--- config.mk ---
export PLATFORM = sky130hd
export DESIGN_NAME = misc_dp_scheduler
export DESIGN_NICKNAME = d
export VERILOG_FILES = /design/src/rtl/misc_sched_pkg.sv /design/src/rtl/rr_picker.sv /design/src/rtl/misc_dp_scheduler.sv
export SDC_FILE = /design/constraint.sdc
export NUM_CORES = 1
export LEC_CHECK = 0
export BUFFER_PORTS_ARGS = -buffer_cell sky130_fd_sc_hd__buf_4
export CORE_MARGIN = 2
export CORE_UTILIZATION = 45
export CTS_BUF_LIST = sky130_fd_sc_hd__clkbuf_4 sky130_fd_sc_hd__clkbuf_8
export DETAILED_ROUTE_END_ITERATION = 12
export GPL_TIMING_DRIVEN = 1
export PLACE_DENSITY = 0.8
export SYNTH_ARGS = -nofsm -noshare
export SYNTH_HDL_FRONTEND = slang
export SYNTH_HIERARCHICAL = 1
export SYNTH_SLANG_ARGS = --single-unit
--- constraint.sdc ---
create_clock -name CLK -period 3 [get_ports CLK]
set_clock_uncertainty 0.05 [all_clocks]
set_input_delay 0.45 -clock CLK [delete_from_list [all_inputs] [get_ports CLK]]
set_output_delay 0.45 -clock CLK [all_outputs]
set_load 0.01 [all_outputs]
--- src/rtl/misc_sched_pkg.sv ---
// Shared types and constants for the Misc datapath scheduler.
// Holds the FSM state encoding, the operand/result widths, and the
// helper that sizes requester IDs.
package misc_sched_pkg;

    typedef enum logic [1:0] {
        IDLE   = 2'd0,
        DRIVE  = 2'd1,
        RESULT = 2'd2
    } sched_state_t;

    localparam int OPA_W = 8;
    localparam int OPB_W = 4;
    localparam int OPC_W = 8;
    localparam int RES_W = 8;

    // Number of bits needed to name one of n requesters.
    // The result is never 0, so a one-requester build still gets a legal vector.
    function automatic int idw(input int n);
        return (n > 1) ? $clog2(n) : 1;
    endfunction

endpackage

--- src/rtl/rr_picker.sv ---
// Combinational round-robin picker.
// The search starts at PTR and wraps modulo NREQ. The request vector is
// doubled, so looking at the NREQ bits that start at PTR is the same as
// rotating the requests down by PTR. The lowest set bit of that window is
// the offset of the winner from PTR.
module rr_picker
    import misc_sched_pkg::*;
#(
    parameter  int NREQ = 4,
    localparam int IDW  = idw(NREQ)
) (
    input  logic [NREQ-1:0] REQ,
    input  logic [IDW-1:0]  PTR,
    output logic            GNT_VALID,
    output logic [IDW-1:0]  GNT_IDX
);

    localparam logic [IDW:0] NREQ_V = (IDW+1)'(NREQ);

    logic [2*NREQ-1:0] doubled;
    logic [NREQ-1:0]   rotated;
    logic [IDW-1:0]    offset;
    logic [IDW:0]      sum;

    // Rotate the requests so PTR sits at bit 0. Priority-encode the lowest set
    // bit, then add PTR back and wrap modulo NREQ to get the absolute index.
    always_comb begin
        doubled   = {REQ, REQ};
        rotated   = '0;
        offset    = '0;
        GNT_VALID = |REQ;
        for (int j = 0; j < NREQ; j++) begin
            rotated[j] = doubled[int'(PTR) + j];
        end
        for (int j = NREQ - 1; j >= 0; j--) begin
            if (rotated[j]) begin
                offset = IDW'(j);
            end
        end
        sum = {1'b0, PTR} + {1'b0, offset};
        if (sum >= NREQ_V) begin
            sum = sum - NREQ_V;
        end
        GNT_IDX = sum[IDW-1:0];
    end

endmodule

--- src/rtl/misc_dp_scheduler.sv ---
// Lets NREQ requesters take turns on one combinational Misc datapath.
// A round-robin winner's operands are registered onto the datapath and held
// for SETTLE cycles. XOUT1/XOUT2 are then captured and returned, tagged with
// the winner's ID, over a valid/ready result channel.
module misc_dp_scheduler
    import misc_sched_pkg::*;
#(
    parameter  int NREQ   = 4,
    parameter  int SETTLE = 1,
    localparam int IDW    = idw(NREQ)
) (
    input  logic                  CLK,
    input  logic                  RST,
    input  logic [NREQ-1:0]       REQ_VALID,
    output logic [NREQ-1:0]       REQ_READY,
    input  logic [NREQ*OPA_W-1:0] REQ_A,
    input  logic [NREQ*OPB_W-1:0] REQ_B,
    input  logic [NREQ*OPC_W-1:0] REQ_C,
    output logic [OPA_W-1:0]      DP_A,
    output logic [OPB_W-1:0]      DP_B,
    output logic [OPC_W-1:0]      DP_C,
    input  logic [RES_W-1:0]      DP_XOUT1,
    input  logic [RES_W-1:0]      DP_XOUT2,
    output logic                  RES_VALID,
    input  logic                  RES_READY,
    output logic [IDW-1:0]        RES_ID,
    output logic [RES_W-1:0]      RES_X1,
    output logic [RES_W-1:0]      RES_X2,
    output logic                  BUSY
);

    localparam int CNTW = (SETTLE > 1) ? $clog2(SETTLE) : 1;

    sched_state_t     state_q, state_d;
    logic [IDW-1:0]   ptr_q, ptr_d;
    logic [CNTW-1:0]  cnt_q, cnt_d;
    logic [OPA_W-1:0] dpA_q, dpA_d;
    logic [OPB_W-1:0] dpB_q, dpB_d;
    logic [OPC_W-1:0] dpC_q, dpC_d;
    logic             resValid_q, resValid_d;
    logic [IDW-1:0]   resId_q, resId_d;
    logic [RES_W-1:0] resX1_q, resX1_d;
    logic [RES_W-1:0] resX2_q, resX2_d;

    logic             gntValid;
    logic [IDW-1:0]   gntIdx;
    logic             accept;

    rr_picker #(
        .NREQ(NREQ)
    ) picker (
        .REQ      (REQ_VALID),
        .PTR      (ptr_q),
        .GNT_VALID(gntValid),
        .GNT_IDX  (gntIdx)
    );

    // Accept a request only from IDLE. The ready strobe is combinational from
    // the valids and the state. It is forced low while reset is asserted, so
    // nothing is handshaken during reset.
    always_comb begin
        REQ_READY = '0;
        accept    = (state_q == IDLE) && gntValid && !RST;
        if (accept) begin
            REQ_READY[gntIdx] = 1'b1;
        end
    end

    // Next-state logic for the three-phase transaction:
    // latch the operands, let the datapath settle, then hold the result until
    // the consumer takes it.
    always_comb begin
        state_d    = state_q;
        ptr_d      = ptr_q;
        cnt_d      = cnt_q;
        dpA_d      = dpA_q;
        dpB_d      = dpB_q;
        dpC_d      = dpC_q;
        resValid_d = resValid_q;
        resId_d    = resId_q;
        resX1_d    = resX1_q;
        resX2_d    = resX2_q;
        case (state_q)
            IDLE: begin
                if (accept) begin
                    dpA_d   = REQ_A[int'(gntIdx)*OPA_W +: OPA_W];
                    dpB_d   = REQ_B[int'(gntIdx)*OPB_W +: OPB_W];
                    dpC_d   = REQ_C[int'(gntIdx)*OPC_W +: OPC_W];
                    resId_d = gntIdx;
                    ptr_d   = (gntIdx == IDW'(NREQ - 1)) ? '0 : gntIdx + IDW'(1);
                    cnt_d   = CNTW'(SETTLE - 1);
                    state_d = DRIVE;
                end
            end
            DRIVE: begin
                if (cnt_q != '0) begin
                    cnt_d = cnt_q - CNTW'(1);
                end else begin
                    resX1_d    = DP_XOUT1;
                    resX2_d    = DP_XOUT2;
                    resValid_d = 1'b1;
                    state_d    = RESULT;
                end
            end
            RESULT: begin
                if (RES_READY) begin
                    resValid_d = 1'b0;
                    state_d    = IDLE;
                end
            end
            default: begin
                state_d = IDLE;
            end
        endcase
    end

    // State and datapath registers. Reset drops any in-flight work immediately.
    always_ff @(posedge CLK or posedge RST) begin
        if (RST) begin
            state_q    <= IDLE;
            ptr_q      <= '0;
            cnt_q      <= '0;
            dpA_q      <= '0;
            dpB_q      <= '0;
            dpC_q      <= '0;
            resValid_q <= 1'b0;
            resId_q    <= '0;
            resX1_q    <= '0;
            resX2_q    <= '0;
        end else begin
            state_q    <= state_d;
            ptr_q      <= ptr_d;
            cnt_q      <= cnt_d;
            dpA_q      <= dpA_d;
            dpB_q      <= dpB_d;
            dpC_q      <= dpC_d;
            resValid_q <= resValid_d;
            resId_q    <= resId_d;
            resX1_q    <= resX1_d;
            resX2_q    <= resX2_d;
        end
    end

    assign DP_A      = dpA_q;
    assign DP_B      = dpB_q;
    assign DP_C      = dpC_q;
    assign RES_VALID = resValid_q;
    assign RES_ID    = resId_q;
    assign RES_X1    = resX1_q;
    assign RES_X2    = resX2_q;
    assign BUSY      = (state_q != IDLE);

endmodule

==> impl_metrics.csv, run 1 <==
group,metric,value,unit
floorplanning,dieArea,0.00608,mm2
worst_setup_path,cp_max_fo,6,
sta,slew_violations,0,
worst_setup_path,crit_path_top_delay_cell,"dfrtp_2",
cells_and_area,final_cell_mix,"buf_4 (163), dfrtp_1 (41), mux2_2 (23)",
floorplanning,coreArea,0.00520,mm2
logic_synthesis,synth_top_family_by_area,"multiplexers",
drt,ant_nets,0,
grt,grt_pass1_wl,10000,um
power,p_leak,1.88,nW
worst_setup_path,path_cells,"nand3b_1 -> o311ai_2 -> o21ai_1 -> o221ai_2 -> ha_2 -> xnor2_2 -> xnor2_2 -> buf_4 -> ha_4 -> and2_1 -> buf_4",
power,p_sw,1.52,mW
floorplanning,start_util,47.3,%
clock_network,numCtsBuffers,5,
logic_synthesis,netlist_instances,159,
drt,avgViaCountPerCell,5.14,
drt,wl_per_cell,16.0,um
min_path,hold_class,"input port to register",
worst_setup_path,critical_path_required,2.50,ns
worst_setup_path,critPathMaxStageDelay,0.46,ns
logic_synthesis,synthXorXnorAreaFrac,0.711,%
grt,grt_pass1_vias,2186,
drt,drc,0,
sta,relSlewSlack,42.9,%
logic_synthesis,synth_area,0.00246,mm2
logic_synthesis,ys_types,31,
power,power_density,1180,mW/mm2
clock_network,cts_tree,"done",
clock_network,cts_hold_buf,0,
outcome,status,"finished, final reports clean",
placed_design,gp_congestion,0.759,
power,vdd.ir_drop.worst,727,uV
clock_network,cts_htree_levels,2,
logic_synthesis,synth_compound_area_share,2.89,%
worst_setup_path,crit_type,"register to primary output",
worst_setup_path,start_kind,"register",
logic_synthesis,synth_edf_count,0,
logic_synthesis,synth_seq_cells,43,
clock_network,cts.sinks,43,
sta,clock.fmax,0.345,GHz
sta,post-route-period-util,96.6,%
sta,setup-tns-final,0,ns
power,total_power,4.56,mW
power,clockPowerShare,10.1,%
cells_and_area,num_antenna_cells,0,
grt,grt_max_degree,44,
logic_synthesis,synth.net_count,267,
sta,fin_crit,2.90,ns
power,switching_share,33.4,%
clock_network,clock_latency,0.29,ns
placed_design,dp_cells,372,
clock_network,clk_pin_slew,0.08,ns
logic_synthesis,muxShareOfSynthArea,40.1,%
cells_and_area,layout-area-overhead-vs-synth,56.9,%
floorplanning,io_pins,147,
floorplanning,fp.dieH,78.0,um
clock_network,clock_path_buffers,2,
logic_synthesis,synth-warning-count,6,
worst_setup_path,critPathArrivalTime,2.40,ns
worst_setup_path,end_kind,"primary output",
logic_synthesis,async_flop_share,100,%
cells_and_area,final_common_cell,"buf_4",
grt,antenna_found_initial,0,
logic_synthesis,synth-simple-area-share,5.23,%
run,cap_violations,0,
floorplanning,rows,26,
cells_and_area,stdcell_count,390,
logic_synthesis,synth-seq-area-share,43.7,%
placed_design,placed_area,0.00363,mm2
sta,rsz0062_at_grt,"no",
cells_and_area,final_nets,427,
clock_network,cts_root_buf,"clkbuf_8",
drt,firstDrtPassIters,4,
sta,timing.hold.ws,0.273,ns
drt,wirelength,6260,um
logic_synthesis,avgSynthCellArea,15.5,um2
cells_and_area,drive_above_1_share,76.3,%
drt,vias,2005,
logic_synthesis,synth_ff_type,"dfrtp_1",
sta,tightest_slew,0.855,ns
power,seqPwrFrac,23.9,%
sta,hold_violations,0,
logic_synthesis,synthAdderAreaFrac,2.54,%
floorplanning,fp.dieW,78.0,um
grt,grtUsageTotal,21.3,%
drt,drt_iter0_markers,36,
sta,finalSetupViolations,0,
power,p_int,3.04,mW
grt,grt_overflow,0,
power,p_comb_share,66.0,%
placed_design,hpwl,4840,um
cells_and_area,stdcell_area,0.00387,mm2
placed_design,port_buffers,146,
-- critical path: cells and delay by family, from the launching register on --
family                   cells  cell delay [ns]
adder cells (fa/ha/maj)      2             0.33
AO/OA/AOI/OAI                3             0.36
AND/OR/NAND/NOR              2             0.26
buffers and inverters        2             0.29
XOR/XNOR                     2             0.40
flip-flops                   1             0.46
-- repair_timing --
item / CTS / global route
resized for setup: 1 / 10
pin swaps: 0 / 4
cloned: 0 / 0
endpoints found under the setup margin: 3 / 4
setup buffers: 4 / 6
-- metrics by stage --
stage / utilization [%] / worst slack [ns]
6_report: 74.3 / 0.101
5_1_grt: 74.3 / 0.0151
4_1_cts: 72.7 / 0.0384
3_5_place_dp: 69.8 / 0.108
3_3_place_gp: 69.8 / 0.245
2_1_floorplan: - / 0.142
-- layer usage --
metal  track usage (%)  share of wire [%]
met5                 0                  0
met4              9.47                1.9
met3              6.16                 10
met1              23.4                 36
met2              38.2                 52
-- layout make-up --
cell class / count / area [um2]
Clock buffer: 6 / 82.6
Clock inverter: 2 / 35.0
Fill cell: 365 / 1340
Inverter: 5 / 18.8
Multi-Input combinational cell: 100 / 1320
Sequential cell: 43 / 1080
Tap cell: 70 / 87.6
Timing Repair Buffer: 164 / 1240
-- state kept, by name, indices dropped and copies added, names as in the netlist --
name,flops
DP_C,8
RES_X2,8
DP_B,4
RES_ID,2
ptr_q,2
DP_A,8
RES_VALID,1
state_q,2
RES_X1,8
-- power groups by stage --
stage | clock [mW] | sequential (mW) | combinational, mW
2_1_floorplan | 0 | 1.18 | 1.84
3_3_place_gp | 0 | 1.08 | 2.72
3_5_place_dp | 0 | 1.09 | 2.80
4_1_cts | 0.472 | 1.08 | 2.84
5_1_grt | 0.497 | 1.13 | 3.23
6_report | 0.461 | 1.09 | 3.01
-- Yosys cell counts (all sizes together) (2+ instances only) --
library cell | instances | area share, %
or2b | 2 | 0.61
nand2 | 4 | 0.61
o21ai | 2 | 0.41
mux4 | 20 | 19
ha | 5 | 2.5
and2 | 4 | 1.0
nor2 | 4 | 0.61
inv | 5 | 0.76
buf | 11 | 4.1
dfrtp | 43 | 44
or2 | 2 | 0.51
mux2 | 41 | 21
nor2b | 3 | 0.76
xnor2 | 2 | 0.71
o22ai | 2 | 0.51
-- final timing paths --
check	start	endpoint	slack [ns]	cells after the start
max in group asynchronous	RST	ptr_q[1]	2.01	2
min in group asynchronous	RST	RES_VALID	0.31	2
worst max-delay path	ptr_q[0]	REQ_READY[3]	0.10	11
worst min register to register	RES_X2[4]	RES_X2[4]	0.46	1
worst max register to register	ptr_q[0]	DP_B[1]	0.11	13
worst min-delay path	RES_READY	RES_VALID	0.27	2
-- cell families (layout without fill, tap and decap cells) --
logic type | count (synthesis) | count (layout)
muxes | 61 | 61
DFF | 43 | 43
and+or+nand+nor | 22 | 22
buffers and inverters | 16 | 177
AOI/OAI and AO/OA | 10 | 10
adders and majority gates | 5 | 5
xor gates and xnor gates | 2 | 2
(Power assumes the default switching activity.)
==> inputs of run 2 (changes only) <==
- clock period: 3 -> 3.23 ns (I/O delays scaled with it)
==> impl_metrics.csv, run 2 (synthesis gave the netlist of run 1 again) <==
group,metric,value,unit
floorplanning,rows,26,
cells_and_area,multi_input_area,0.00128,mm2
worst_setup_path,cp_max_fo,12,
clock_network,clock_latency,0.29,ns
cells_and_area,regArea,0.00108,mm2
cells_and_area,final_cell_mix,"buf_4 (153), dfrtp_1 (42), mux2_2 (23)",
drt,drc,0,
clock_network,cts.sinks,43,
grt,grtUsageTotal,20.0,%
cells_and_area,final_util,71.6,%
worst_setup_path,reg2reg_from,"ptr_q[0]",
drt,avgViaCountPerCell,5.07,
drt,drt_iter0_markers,38,
placed_design,port_buffers,146,
grt,antenna_found_initial,0,
sta,relSlewSlack,43.4,%
floorplanning,start_util,47.3,%
worst_setup_path,start_kind,"register",
sta,post-route-period-util,93.7,%
outcome,status,"finished, final reports clean",
worst_setup_path,critical_path_required,2.70,ns
grt,grt_pass1_vias,2061,
sta,clock.fmax,0.330,GHz
worst_setup_path,reg2reg_to,"DP_A[2]",
drt,firstDrtPassIters,4,
worst_setup_path,rr_worst_depth,10,
cells_and_area,fillers,379,
cells_and_area,final_nets,416,
floorplanning,coreArea,0.00520,mm2
power,vdd.ir_drop.worst,711,uV
placed_design,placed_area,0.00361,mm2
min_path,hold_end,"RES_VALID",
min_path,min_from,"RES_READY",
placed_design,hpwl,4890,um
clock_network,numCtsBuffers,5,
cells_and_area,stdcell_count,379,
clock_network,cts_root_buf,"clkbuf_8",
floorplanning,io_pins,147,
drt,ant_nets,0,
sta,fin_crit,3.03,ns
floorplanning,dieArea,0.00608,mm2
cells_and_area,final_common_cell,"buf_4",
placed_design,gp_congestion,0.748,
placed_design,dp_cells,371,
sta,setup-tns-final,0,ns
worst_setup_path,critPathArrivalTime,2.49,ns
drt,vias,1920,
run,cap_violations,0,
grt,grt_overflow,0,
floorplanning,fp.dieW,78.0,um
power,p_leak,1.81,nW
cells_and_area,layout-area-overhead-vs-synth,51.3,%
worst_setup_path,ff2ff_setup_slack,0.61,ns
worst_setup_path,crit_type,"register to primary output",
sta,finalSetupViolations,0,
cells_and_area,num_antenna_cells,0,
cells_and_area,drive_above_1_share,73.1,%
clock_network,clock_path_buffers,2,
clock_network,clk_pin_slew,0.08,ns
grt,grt_max_degree,44,
clock_network,cts_hold_buf,0,
cells_and_area,stdcell_area,0.00373,mm2
sta,hold_violations,0,
drt,wirelength,5940,um
grt,grt_pass1_wl,9340,um
clock_network,cts_htree_levels,2,
power,power_density,1050,mW/mm2
clock_network,cts_tree,"done",
floorplanning,fp.dieH,78.0,um
sta,slew_violations,0,
drt,wl_per_cell,15.7,um
min_path,hold_class,"input port to register",
sta,tightest_slew,0.848,ns
sta,rsz0062_at_grt,"no",
min_path,whs_path_depth,2,
worst_setup_path,end_kind,"primary output",
## run 2: cell type report
class / count / share of cell area, %
tap: 70 / 2.35
clock inverter: 3 / 1.17
multi-input combinational: 100 / 34.4
sequential: 43 / 28.9
timing repair buffer: 153 / 30.8
clock buffer: 5 / 1.85
inverter: 5 / 0.503
## run 2: stage by stage
stage | power (mW) | setup slack (ns) | hold WS [ns]
global placement | 3.46 | 0.431 | 0.441
finish | 3.90 | 0.204 | 0.313
detailed placement | 3.54 | 0.324 | 0.444
global route | 4.17 | 0.00814 | 0.296
floorplan | 2.81 | 0.331 | 0.483
CTS | 3.96 | 0.137 | 0.301
## run 2: what timing repair did
item / CTS / global route
endpoints found under the hold margin: 0 / 0
setup buffers: 0 / 0
endpoints found under the setup margin: 0 / 2
gates resized for setup: 0 / 1
## run 2: worst max-delay path: stages, from the launching register on
cell      delay [ns]
dfrtp_2         0.49
nand3b_1        0.11
o311ai_0        0.11
o21ai_0         0.11
o221ai_1        0.15
ha_1            0.22
xnor2_1         0.24
xnor2_2         0.19
inv_1           0.10
ha_1            0.20
and2_1          0.14
buf_4           0.14
## run 2: layer usage
| metal | GRT usage [%] | wire length (um) | vias up |
|---|---|---|---|
| met1 | 21.5 | 2180 | 900 |
| met2 | 36.7 | 3080 | 120 |
| met4 | 6.67 | 85 | 0 |
| met5 | 0 | 0 | - |
| met3 | 6.51 | 598 | 9 |
| li1 | - | - | 891 |
## run 2: how the worst max path moves through the flow
stage | depth (start not counted) | startpoint | slack (ns) | end
floorplan | 11 | REQ_VALID[1] | 0.33 | REQ_READY[1]
global placement | 12 | REQ_VALID[1] | 0.43 | REQ_READY[0]
detailed placement | 12 | REQ_VALID[1] | 0.32 | REQ_READY[1]
CTS | 11 | ptr_q[0] | 0.14 | REQ_READY[1]
global route | 10 | ptr_q[0] | 0.008 | REQ_READY[1]
finish | 11 | ptr_q[0] | 0.20 | REQ_READY[1]
## run 2: where the power goes
part	switching (mW)	leakage, nW	internal, mW
combinational	0.955	1.25	1.53
clock	0.181	0.0581	0.230
sequential	0.182	0.505	0.824
==> inputs of run 3 (changes only) <==
- ABC_AREA: not set -> 1
- CORE_UTILIZATION: 45 -> 48
==> impl_metrics.csv, run 3 <==
group,metric,value,unit
floorplanning,coreArea,0.00596,mm2
drt,vias,3243,
floorplanning,rows,28,
drt,avgViaCountPerCell,4.60,
grt,grt_pass1_vias,2825,
cells_and_area,layout-area-overhead-vs-synth,45.2,%
logic_synthesis,yosysMostFrequentCell,"nand2_1",
logic_synthesis,synth_top_cell_by_area,"dfrtp_1",
worst_setup_path,cp_max_fo,7,
logic_synthesis,synth_edf_count,0,
floorplanning,fp.dieH,82.8,um
worst_setup_path,critPathArrivalTime,2.57,ns
grt,grtUsageTotal,23.0,%
clock_network,cts.sinks,43,
logic_synthesis,netlist_instances,485,
cells_and_area,stdcell_count,705,
floorplanning,dieArea,0.00685,mm2
cells_and_area,num_antenna_cells,0,
clock_network,clk_pin_slew,0.08,ns
sta,setup-tns-final,0,ns
worst_setup_path,end_kind,"primary output",
placed_design,gp_congestion,0.833,
logic_synthesis,synth-seq-area-share,36.1,%
sta,hold_violations,0,
sta,slew_violations,0,
power,vdd.ir_drop.worst,771,uV
worst_setup_path,critical_path_required,2.70,ns
sta,post-route-period-util,96.1,%
worst_setup_path,start_kind,"register",
sta,relSlewSlack,65.2,%
cells_and_area,final_util,72.6,%
clock_network,clock_latency,0.29,ns
drt,drc,0,
grt,grt_overflow,0,
logic_synthesis,async_flop_share,100,%
run,cap_violations,0,
cells_and_area,final_nets,737,
clock_network,cts_htree_levels,2,
power,p_leak,2.75,nW
logic_synthesis,yosys-top-cells-area,"dfrtp_1 (36%), nand2_1 (31%), inv_1 (12%)",
outcome,status,"finished, final reports clean",
cells_and_area,final_common_cell,"nand2_1",
clock_network,numCtsBuffers,5,
logic_synthesis,ys_top_cells_by_count,"nand2_1 (249), inv_1 (93), nand3_1 (46)",
drt,wirelength,8170,um
floorplanning,fp.dieW,82.8,um
logic_synthesis,avgSynthCellArea,6.14,um2
clock_network,clock_path_buffers,2,
sta,rsz0062_at_grt,"yes",
drt,ant_nets,0,
logic_synthesis,synth_area,0.00298,mm2
cells_and_area,final_cell_mix,"nand2_1 (240), buf_4 (154), inv_1 (89)",
drt,firstDrtPassIters,4,
sta,clock.fmax,0.322,GHz
logic_synthesis,synth.net_count,593,
logic_synthesis,synth_ff_type,"dfrtp_1",
floorplanning,io_pins,147,
placed_design,port_buffers,146,
sta,fin_crit,3.10,ns
grt,grt_max_degree,44,
power,power_density,1170,mW/mm2
clock_network,cts_root_buf,"clkbuf_8",
clock_network,cts_tree,"done",
sta,tightest_slew,0.521,ns
logic_synthesis,synth-warning-count,6,
grt,grt_pass1_wl,12200,um
logic_synthesis,synth_seq_cells,43,
worst_setup_path,crit_type,"register to primary output",
logic_synthesis,ys_types,23,
cells_and_area,drive_above_1_share,32.7,%
placed_design,dp_cells,690,
grt,antenna_found_initial,0,
drt,wl_per_cell,11.6,um
min_path,hold_class,"input port to async pin",
logic_synthesis,yosysTopAreaCellShare,36.1,%
worst_setup_path,ff2ff_setup_slack,0.73,ns
drt,drt_iter0_markers,104,
placed_design,hpwl,5940,um
floorplanning,start_util,50.0,%
sta,finalSetupViolations,0,
==> run 3: report_power, final <==
group | internal (mW) | leakage (nW) | switching [mW]
clock network | 0.148 | 0.0477 | 0.174
registers | 0.807 | 0.530 | 0.175
logic | 1.53 | 2.17 | 2.22
==> run 3: final timing paths <==
check                             from           end  cells past startpoint
hold reg to reg              RES_X2[4]     RES_X2[4]                      2
setup reg to reg              ptr_q[0]       DP_B[2]                     15
max in group asynchronous          RST      ptr_q[0]                      3
hold / removal                     RST       DP_A[6]                      3
setup / recovery              ptr_q[0]  REQ_READY[1]                     17
min in group CLK           DP_XOUT1[7]     RES_X1[7]                      3
==> run 3: per-layer routing <==
layer	GRT usage [%]	part of all wire (%)	vias to the layer above
li1	-	-	1685
met1	30.0	42	1401
met2	37.6	48	141
met3	3.80	7.1	16
met4	10.0	2.3	0
met5	0	0	-
==> run 3: worst max-delay path: stages (launching register included) <==
cell,delay [ns]
dfrtp_2,0.50
buf_6,0.16
nand2_4,0.05
nand2_2,0.06
nand2_2,0.05
nand2_2,0.08
nand3_2,0.08
a21oi_2,0.16
ha_2,0.21
xor2_2,0.18
inv_1,0.07
nand3_2,0.08
nand2_4,0.08
inv_6,0.08
ha_1,0.14
inv_1,0.04
nor2_1,0.12
buf_4,0.14
==> run 3: cell type report <==
class                      instances  area, um2
tap                               75       93.8
inverter                         100        390
fill                             523       1630
timing repair buffer             158       1220
clock buffer                       5       68.8
clock inverter                     3       15.0
multi-input combinational        321       1450
sequential                        43       1080
==> run 3: kinds of logic (layout without fill, tap and decap cells) <==
| group | Yosys count | count (layout) | synth area share [%] |
|---|---|---|---|
| fa+ha+maj | 5 | 5 | 2.10 |
| simple gates | 310 | 310 | 42.9 |
| buf+inv | 121 | 266 | 17.7 |
| xor+xnor | 1 | 1 | 0.294 |
| compound gates | 5 | 5 | 0.840 |
| flops | 43 | 43 | 36.1 |
==> run 3: metrics by stage <==
step	power (mW)	hold slack (ns)	setup slack (ns)	instance area, um2
6_report	5.05	0.304	0.126	4320
5_1_grt	5.59	0.333	-0.0387	4320
4_1_cts	4.64	0.315	-0.0336	4160
3_5_place_dp	4.26	0.412	0.148	4060
3_3_place_gp	4.18	0.406	0.348	4060
2_1_floorplan	3.36	0.447	0.495	2980
==> run 3: repair_timing <==
action,in CTS,in global routing
buffers inserted,0,6
setup endpoints to repair,4,4
pin swaps,0,9
cloned,0,1
gates resized for setup,4,31
hold buffers,0,0
